### src/rtl/me_min_sad_tracker.sv
// me_min_sad_tracker: follows a raster-ordered stream of candidate SADs for
// one current block. It keeps the smallest SAD and the motion vector where
// that SAD occurred. When the whole search window has been scanned, it
// publishes min_sad, mv_x and mv_y together with a one-cycle finish_a_cur pulse.
//
// Optional build macro: ME_ZERO_MV_PRIORITY_EN
//   When this macro is defined, the zero vector (0,0) wins ties.
//   Its SAD only has to be less than or equal to the current best to replace it.
//   When the macro is undefined, only a strictly lower SAD replaces the best,
//   so the first minimum in raster order wins.
//
// Reset is asynchronous and active-low. The reset port is named rst.
module me_min_sad_tracker #(
    parameter int SAD_W    = 14,
    parameter int MV_W     = 4,
    parameter int SEARCH_W = 16,
    parameter int SEARCH_H = 16
) (
    input  logic             clk,
    input  logic             rst,
    input  logic             start,
    input  logic             sad_valid,
    input  logic [SAD_W-1:0] sad_in,
    output logic             busy,
    output logic [SAD_W-1:0] min_sad,
    output logic [MV_W-1:0]  mv_x,
    output logic [MV_W-1:0]  mv_y,
    output logic             finish_a_cur
);

    // Corners of the search window, expressed as MV_W-bit signed offsets.
    localparam logic signed [MV_W-1:0] X_MIN = MV_W'(-(SEARCH_W / 2));
    localparam logic signed [MV_W-1:0] X_MAX = MV_W'(SEARCH_W / 2 - 1);
    localparam logic signed [MV_W-1:0] Y_MIN = MV_W'(-(SEARCH_H / 2));
    localparam logic signed [MV_W-1:0] Y_MAX = MV_W'(SEARCH_H / 2 - 1);
    localparam logic signed [MV_W-1:0] ONE   = MV_W'(1);
    localparam logic [SAD_W-1:0]       SAD_INIT = '1;

    typedef enum logic [1:0] {
        IDLE = 2'd0,
        SCAN = 2'd1,
        DONE = 2'd2
    } state_t;

    state_t state_reg, state_next;

    logic signed [MV_W-1:0] cx_reg, cx_next;
    logic signed [MV_W-1:0] cy_reg, cy_next;
    logic [SAD_W-1:0]       best_sad_reg, best_sad_next;
    logic signed [MV_W-1:0] best_x_reg, best_x_next;
    logic signed [MV_W-1:0] best_y_reg, best_y_next;

    logic [SAD_W-1:0]       min_sad_reg;
    logic signed [MV_W-1:0] mv_x_reg;
    logic signed [MV_W-1:0] mv_y_reg;
    logic                   busy_reg;
    logic                   finish_reg;

    // Search context for this cycle. A start pulse replaces it with a fresh
    // search, so a sad_valid in the same cycle is treated as the first candidate.
    logic                   active;
    logic                   take;
    logic                   better;
    logic                   last;
    logic signed [MV_W-1:0] base_x, base_y, base_bx, base_by;
    logic [SAD_W-1:0]       base_sad;
    logic [SAD_W-1:0]       cand_sad;
    logic signed [MV_W-1:0] cand_x, cand_y;

    // Compare the candidate, advance the raster counters and pick the next state.
    always_comb begin
        active   = start || (state_reg == SCAN);
        base_x   = start ? X_MIN    : cx_reg;
        base_y   = start ? Y_MIN    : cy_reg;
        base_sad = start ? SAD_INIT : best_sad_reg;
        base_bx  = start ? X_MIN    : best_x_reg;
        base_by  = start ? Y_MIN    : best_y_reg;
        take     = sad_valid && active;
`ifdef ME_ZERO_MV_PRIORITY_EN
        better   = take && ((sad_in < base_sad) ||
                            ((base_x == '0) && (base_y == '0) && (sad_in <= base_sad)));
`else
        better   = take && (sad_in < base_sad);
`endif
        cand_sad = better ? sad_in : base_sad;
        cand_x   = better ? base_x : base_bx;
        cand_y   = better ? base_y : base_by;
        last     = take && (base_x == X_MAX) && (base_y == Y_MAX);

        state_next    = state_reg;
        cx_next       = cx_reg;
        cy_next       = cy_reg;
        best_sad_next = best_sad_reg;
        best_x_next   = best_x_reg;
        best_y_next   = best_y_reg;

        case (state_reg)
            IDLE:    state_next = start ? SCAN : IDLE;
            SCAN:    state_next = SCAN;
            DONE:    state_next = start ? SCAN : IDLE;
            default: state_next = IDLE;
        endcase

        if (active) begin
            best_sad_next = cand_sad;
            best_x_next   = cand_x;
            best_y_next   = cand_y;
            cx_next       = base_x;
            cy_next       = base_y;
            if (take) begin
                if (last) begin
                    cx_next    = X_MIN;
                    cy_next    = Y_MIN;
                    state_next = DONE;
                end else if (base_x == X_MAX) begin
                    cx_next = X_MIN;
                    cy_next = base_y + ONE;
                end else begin
                    cx_next = base_x + ONE;
                end
            end
        end
    end

    // State, counters and shadow best registers. Results are loaded only on the
    // last candidate, so they stay stable while a later block is being scanned.
    always_ff @(posedge clk or negedge rst) begin
        if (!rst) begin
            state_reg    <= IDLE;
            cx_reg       <= '0;
            cy_reg       <= '0;
            best_sad_reg <= '0;
            best_x_reg   <= '0;
            best_y_reg   <= '0;
            min_sad_reg  <= '0;
            mv_x_reg     <= '0;
            mv_y_reg     <= '0;
            busy_reg     <= 1'b0;
            finish_reg   <= 1'b0;
        end else begin
            state_reg    <= state_next;
            cx_reg       <= cx_next;
            cy_reg       <= cy_next;
            best_sad_reg <= best_sad_next;
            best_x_reg   <= best_x_next;
            best_y_reg   <= best_y_next;
            busy_reg     <= (state_next == SCAN);
            finish_reg   <= last;
            if (last) begin
                min_sad_reg <= cand_sad;
                mv_x_reg    <= cand_x;
                mv_y_reg    <= cand_y;
            end
        end
    end

    assign busy         = busy_reg;
    assign finish_a_cur = finish_reg;
    assign min_sad      = min_sad_reg;
    assign mv_x         = mv_x_reg;
    assign mv_y         = mv_y_reg;

endmodule

### config.mk
export PLATFORM = sky130hd
export DESIGN_NAME = me_min_sad_tracker
export DESIGN_NICKNAME = d
export VERILOG_FILES = /design/src/rtl/me_min_sad_tracker.sv
export SDC_FILE = /design/constraint.sdc
export NUM_CORES = 1
export LEC_CHECK = 0
export CORE_ASPECT_RATIO = 0.8
export CORE_MARGIN = 1.5
export CORE_UTILIZATION = 55
export CTS_CLUSTER_SIZE = 16
export DETAILED_ROUTE_END_ITERATION = 6
export GPL_TIMING_DRIVEN = 0
export HOLD_SLACK_MARGIN = 0.06
export PLACE_DENSITY_LB_ADDON = 0.15
export SYNTH_ARGS = -nofsm -noshare
export SYNTH_HDL_FRONTEND = slang
export SYNTH_SLANG_ARGS = --single-unit
export TNS_END_PERCENT = 50
### constraint.sdc
create_clock -name clk -period 4.1 [get_ports clk]
set_input_delay 1.025 -clock clk [delete_from_list [all_inputs] [get_ports clk]]
set_output_delay 1.025 -clock clk [all_outputs]
set_load 0.02 [all_outputs]
### After elaboration in Yosys (flattened, before gate mapping)

Cells that the tools add are included.

| storage, ports and cells | value |
|---|---|
| output and inout bits | 24 |
| bits in read-only memories | 0 |
| word-level logic and storage cells | 45 |
| memories kept | 0 |
| bits in writable memories | 0 |
| flip-flop bits (word level) | 56 |
| bits in latches | 0 |
| input bits | 18 |

| operators by class | value |
|---|---|
| order comparisons | 1 |
| divide/modulo/power cells | 0 |
| bitwise operators | 0 |
| eq/ne operators | 5 |
| reduce and logical (&&, ||, !) cells | 7 |
| muxes and demuxes | 19 |
| shift-type cells | 0 |
| add/subtract/negate cells | 2 |
| multipliers | 0 |

Operators with widths:

| cell | number |
|---|---|
| 2-to-1 mux 4 bit | 12 |
| 2-to-1 mux 14 bit | 2 |
| < comparator 14 bit | 1 |
| adder 4 x 2 -> 4 bit (second input constant) | 2 |
| equality test 4 bit (second input constant) | 2 |
| 2-to-1 mux 2 bit | 3 |
| equality test 2 x 1 -> 1 bit (second input constant) | 2 |
| logical AND 1 bit | 4 |
| equality test 2 bit (second input constant) | 1 |
| zero test 2 bit | 1 |
| case mux 1 bit (2 select lines) | 1 |
| OR reduction 2 bit | 1 |
| logical OR 1 bit | 1 |
| 2-to-1 mux 1 bit | 1 |

### Logic depth before layout (Yosys ltp)

| depth | value |
|---|---|
| word-level depth | 9 |
| gate-level depth with buffers | 11 |
| depth with buffers taken out | 11 |

### Worst setup path before layout

Ideal clock, no wire load.

| timing | value |
|---|---|
| kind | input to register |
| start point | input port start |
| end point | register mv_x_reg[1] (netlist: mv_x[1]) |
| path buffers | 3 |
| data required time | 3.976 ns |
| data arrival time | 3.050 ns |
| cell stages on the path | 10 |
| slack | 0.926 ns |
| setup time | 0.124 ns |
| path through | clkbuf_1 > clkbuf_1 > nor2_1 > ha_1 > a21oi_1 > o21ai_0 > o21a_1 > buf_6 > o311a_1 > o31a_1 |

| between the ends | value |
|---|---|
| longest elaborated chain between the ends | 4 |
| elaborated cells on any way between the ends | 13 |
| classes of those cells | order compare (1); eq/ne (2); mux (5); reduce/logical (5) |

RTL lines:

| element | line | text |
|---|---|---|
| start, declared | 21 | `input logic start,` |
| 2-to-1 mux 14 bit, or another cell as far along | 75 | `base_sad = start ? SAD_INIT : best_sad_reg;` |
| < comparator 14 bit, or another cell as far along | 83 | `better = take && (sad_in < base_sad);` |
| logical AND 1 bit, on equally long branches | 83, 88 |  |
| 2-to-1 mux 4 bit / logical AND 1 bit (equally long branches) | 86, 88 |  |
| end signal, assigned | 151 | `mv_x_reg <= cand_x;` |
| end, declared | 54 | `logic signed [MV_W-1:0] mv_x_reg;` |

Parallel ways exist; a longest one is shown, timed or not.
A chain may end at the register's enable or synchronous reset.

### Worst setup path in the final report

| timing | value |
|---|---|
| start point | input port start |
| end point | register min_sad_reg[0] (netlist: min_sad[0]) |

| between the ends | value |
|---|---|
| longest elaborated chain between the ends | 4 |
| elaborated cells on any way between the ends | 12 |
| classes of those cells | order compare (1); eq/ne (2); mux (4); reduce/logical (5) |

RTL lines:

| element | line | text |
|---|---|---|
| 2-to-1 mux 14 bit, or another cell as far along | 75 |  |
| < comparator 14 bit, or another cell as far along | 83 |  |
| logical AND 1 bit, on equally long branches | 83, 88 |  |
| 2-to-1 mux 14 bit / logical AND 1 bit (equally long branches) | 85, 88 |  |
| end signal, assigned | 150 | `min_sad_reg <= cand_sad;` |
| end, declared | 53 | `logic [SAD_W-1:0] min_sad_reg;` |

Parallel ways exist; a longest one is shown, timed or not.

==> results by group <==
Yosys
  – EDFF count, synth: 0
  – Synth top area cells: dfrtp_1 (47%), ha_1 (6.2%), a21oi_1 (4.5%)
  – Syn_nets: 342
  – Flops & latches, synth: 56
  – Register area share after synthesis: 46.6%
  – Count leader, synth: dfrtp_1
  – Synth area leader: dfrtp_1
  – Avg Inst Size Synth: 9.73 µm²
  – Commonest cells post-synth: dfrtp_1 (56), nand2_1 (30), a21oi_1 (27)
  – Syn Inst Count: 309
  – Synth top area share: about 47%
  – Synth unique cells: 48
  – Synth Flop Type: dfrtp_1
  – Netlist Area Pre-Place: 3010 µm²
  – Yosys warns: 0
  – Async SR Flop Fraction: 100%

Final layout
  – Area of the multi-input gates: about 1400 µm²
  – Register area: 1400 µm²
  – # diodes: 0
  – Net count, final: 390
  – Fillers: 395
  – Final Util: 69.6%
  – Share of layout cells above drive strength 1: 10.6%
  – Area growth, synth to finish: 19.2%
  – Final instance area: roughly 3600 µm²

Routing
  – Antenna-violating nets left: 0
  – 1st-iter DRT viols: roughly 180
  – Detailed-route via count: about 2,600
  – Via/cell ratio: 6.23
  – Routed wire per std cell: 17.6 µm
  – Total wire length: 7.37 mm
  – 1st-pass router iterations: 5
  – Drt drc: 0

Clock network
  – Clock tree from TritonCTS: yes
  – H-tree depth: 2
  – Root Driver: clkbuf_8
  – Clk slew on worst S/H paths: 0.09 ns
  – CTS Hold Bufs: 0
  – Clock Tree Buf Depth: 2
  – Total CTS buffers: 5
  – Post-CTS Setup Inserts: 0
  – Clock Latency Late Sink: 0.30 ns
  – Count of clock tree sinks: 56

Timing
  – Setup Skew: 0.00511 ns
  – Worst setup margin: 0.365 ns
  – Rel. slew slack: 56.9%
  – Actual slew at the worst max-slew pin: 0.642 ns
  – Tcrit/Tclk final: 91.1%
  – # setup viols final: 0
  – Final Critical Period: 3.74 ns
  – Final Hold Viols: 0
  – Max Clk Rate: ~270 MHz
  – Slew Limit Fails: 0
  – WHS: 0.485 ns
  – RSZ-0062 raised after global routing: false

Floorplan
  – Die ar.: 5920 µm²
  – Die Width: 85.7 µm
  – Site Rows: 23
  – IO Pins: 42
  – Core area: 5150 µm²
  – Die span in y: between 60 and 70 µm
  – Initial core utilization: around 58%

Global route
  – Number of global-route vias before repair: 2,448
  – First-pass GRT wire length: roughly 12 mm
  – GRT Overall Usage: 26.0%
  – Total grt overflow: 0
  – Largest net degree at the start of global routing: 35
  – Antenna violations before repair: 0

Status
  – Outcome: completed

Power
  – Power Density: about 280 nW/µm²
  – Maximum VDD drop: 0.188 mV
  – Static Leak: 1.53 nW
  – Design Power: 1.01 mW

Setup path
  – CP endpoint: min_sad[0]
  – Reg-to-reg startpoint: cx_reg[0]
  – R2r endpoint: mv_x[3]
  – Setup CP Type: input port to flop
  – Crit. Startpoint: start
  – Worst-case reg-to-reg path depth: 9
  – Crit path max fanout: 19
  – Arrival @ worst endpoint: 3.93 ns
  – Critical path endpoint category: flop
  – CP Launch Type: input port
  – CP Data Required Time: 4.29 ns
  – Reg-to-reg setup timing slack: approximately 1.7 ns

Place
  – HPWL after detailed placement: around 5.4 mm
  – Post-Place Worst Slack: -0.405 ns
  – Final GP Congestion: 0.836
  – Post-DP Area: between 3000 and 4000 µm²
  – IO Port Bufs: 41

Hold path
  – Worst hold path type: flop to flop

Run
  – Max-Cap Viols: 0
[through the flow]
step                      TNS [ns]  instances
after global placement      -11.64        412
after global routing             0        419
after floorplan                  0        309
final                            0        419
after detailed placement    -13.11        413
after CTS                        0        420
[placed cells by master (no fill, tap or decap), drive strengths merged, types with 3 or more instances in the layout]
cell type / count
nand4: 6
a31oi: 3
o31a: 14
or2: 5
inv: 7
nor2: 24
clkdlybuf4s50: 40
nand3: 6
ha: 15
o21a: 3
o31ai: 5
nand2: 30
nor3: 15
a21oi: 28
o41ai: 14
a211oi: 3
dfrtp: 56
buf: 14
clkbuf: 18
nor2b: 5
o21ai: 22
[report_power, final]
group	internal (mW)	switching, mW
Clock	0.117	0.170
Combinational	0.0568	0.0912
Sequential	0.572	0.00732
[worst max-delay path: stages]
cell and delay, ns:
clkdlybuf4s50_1 0.62, clkbuf_2 0.45, nor2_1 0.13, ha_1 0.32, a21oi_1 0.15, o21a_1 0.15, or2_2 0.10, clkbuf_1 0.27
nand3_2 0.28, a311o_1 0.42
[cells by family (layout without fill, tap and decap cells)]
logic type / Yosys count / in the layout / share of synthesized area, %
flops: 56 / 56 / 46.6
simple gates: 97 / 97 / 15.5
fa+ha+maj: 15 / 15 / 6.24
mux: 3 / 3 / 1.08
xor+xnor: 1 / 1 / 0.291
buf+inv: 32 / 80 / 5.49
compound gates: 105 / 105 / 24.8
[how the worst min path moves through the flow]
stage,startpoint,end,depth (start not counted)
3_3_place_gp,mv_y[3],mv_y[3],2
5_1_grt,mv_y[3],mv_y[3],2
2_1_floorplan,cx_reg[3],cx_reg[3],1
6_report,mv_y[3],mv_y[3],2
3_5_place_dp,mv_y[3],mv_y[3],2
4_1_cts,mv_y[3],mv_y[3],2
[timing repair]
item / in CTS / in global routing
cloned: 0 / 0
gates resized for setup: 1 / 0
endpoints found under the setup margin: 28 / 30
[layer usage]
metal | global-route usage (%) | up-vias | routed length [µm]
met5 | 0 | - | 0
met4 | 5.20 | 0 | 76
met3 | 4.19 | 11 | 456
met2 | 38.7 | 97 | 3240
met1 | 40.3 | 1260 | 3600
li1 | - | 1244 | -
[area by class of cell]
class	count	area share, %
clock buffers	6	2.02
plain buffers	24	3.80
flip-flops and latches	56	39.1
clock inverters	1	0.140
multi-input cells	221	40.2
repair buffers	42	11.9
inverters	7	0.733
well taps	62	2.16
No activity file was read; power rests on OpenSTA's default activity.
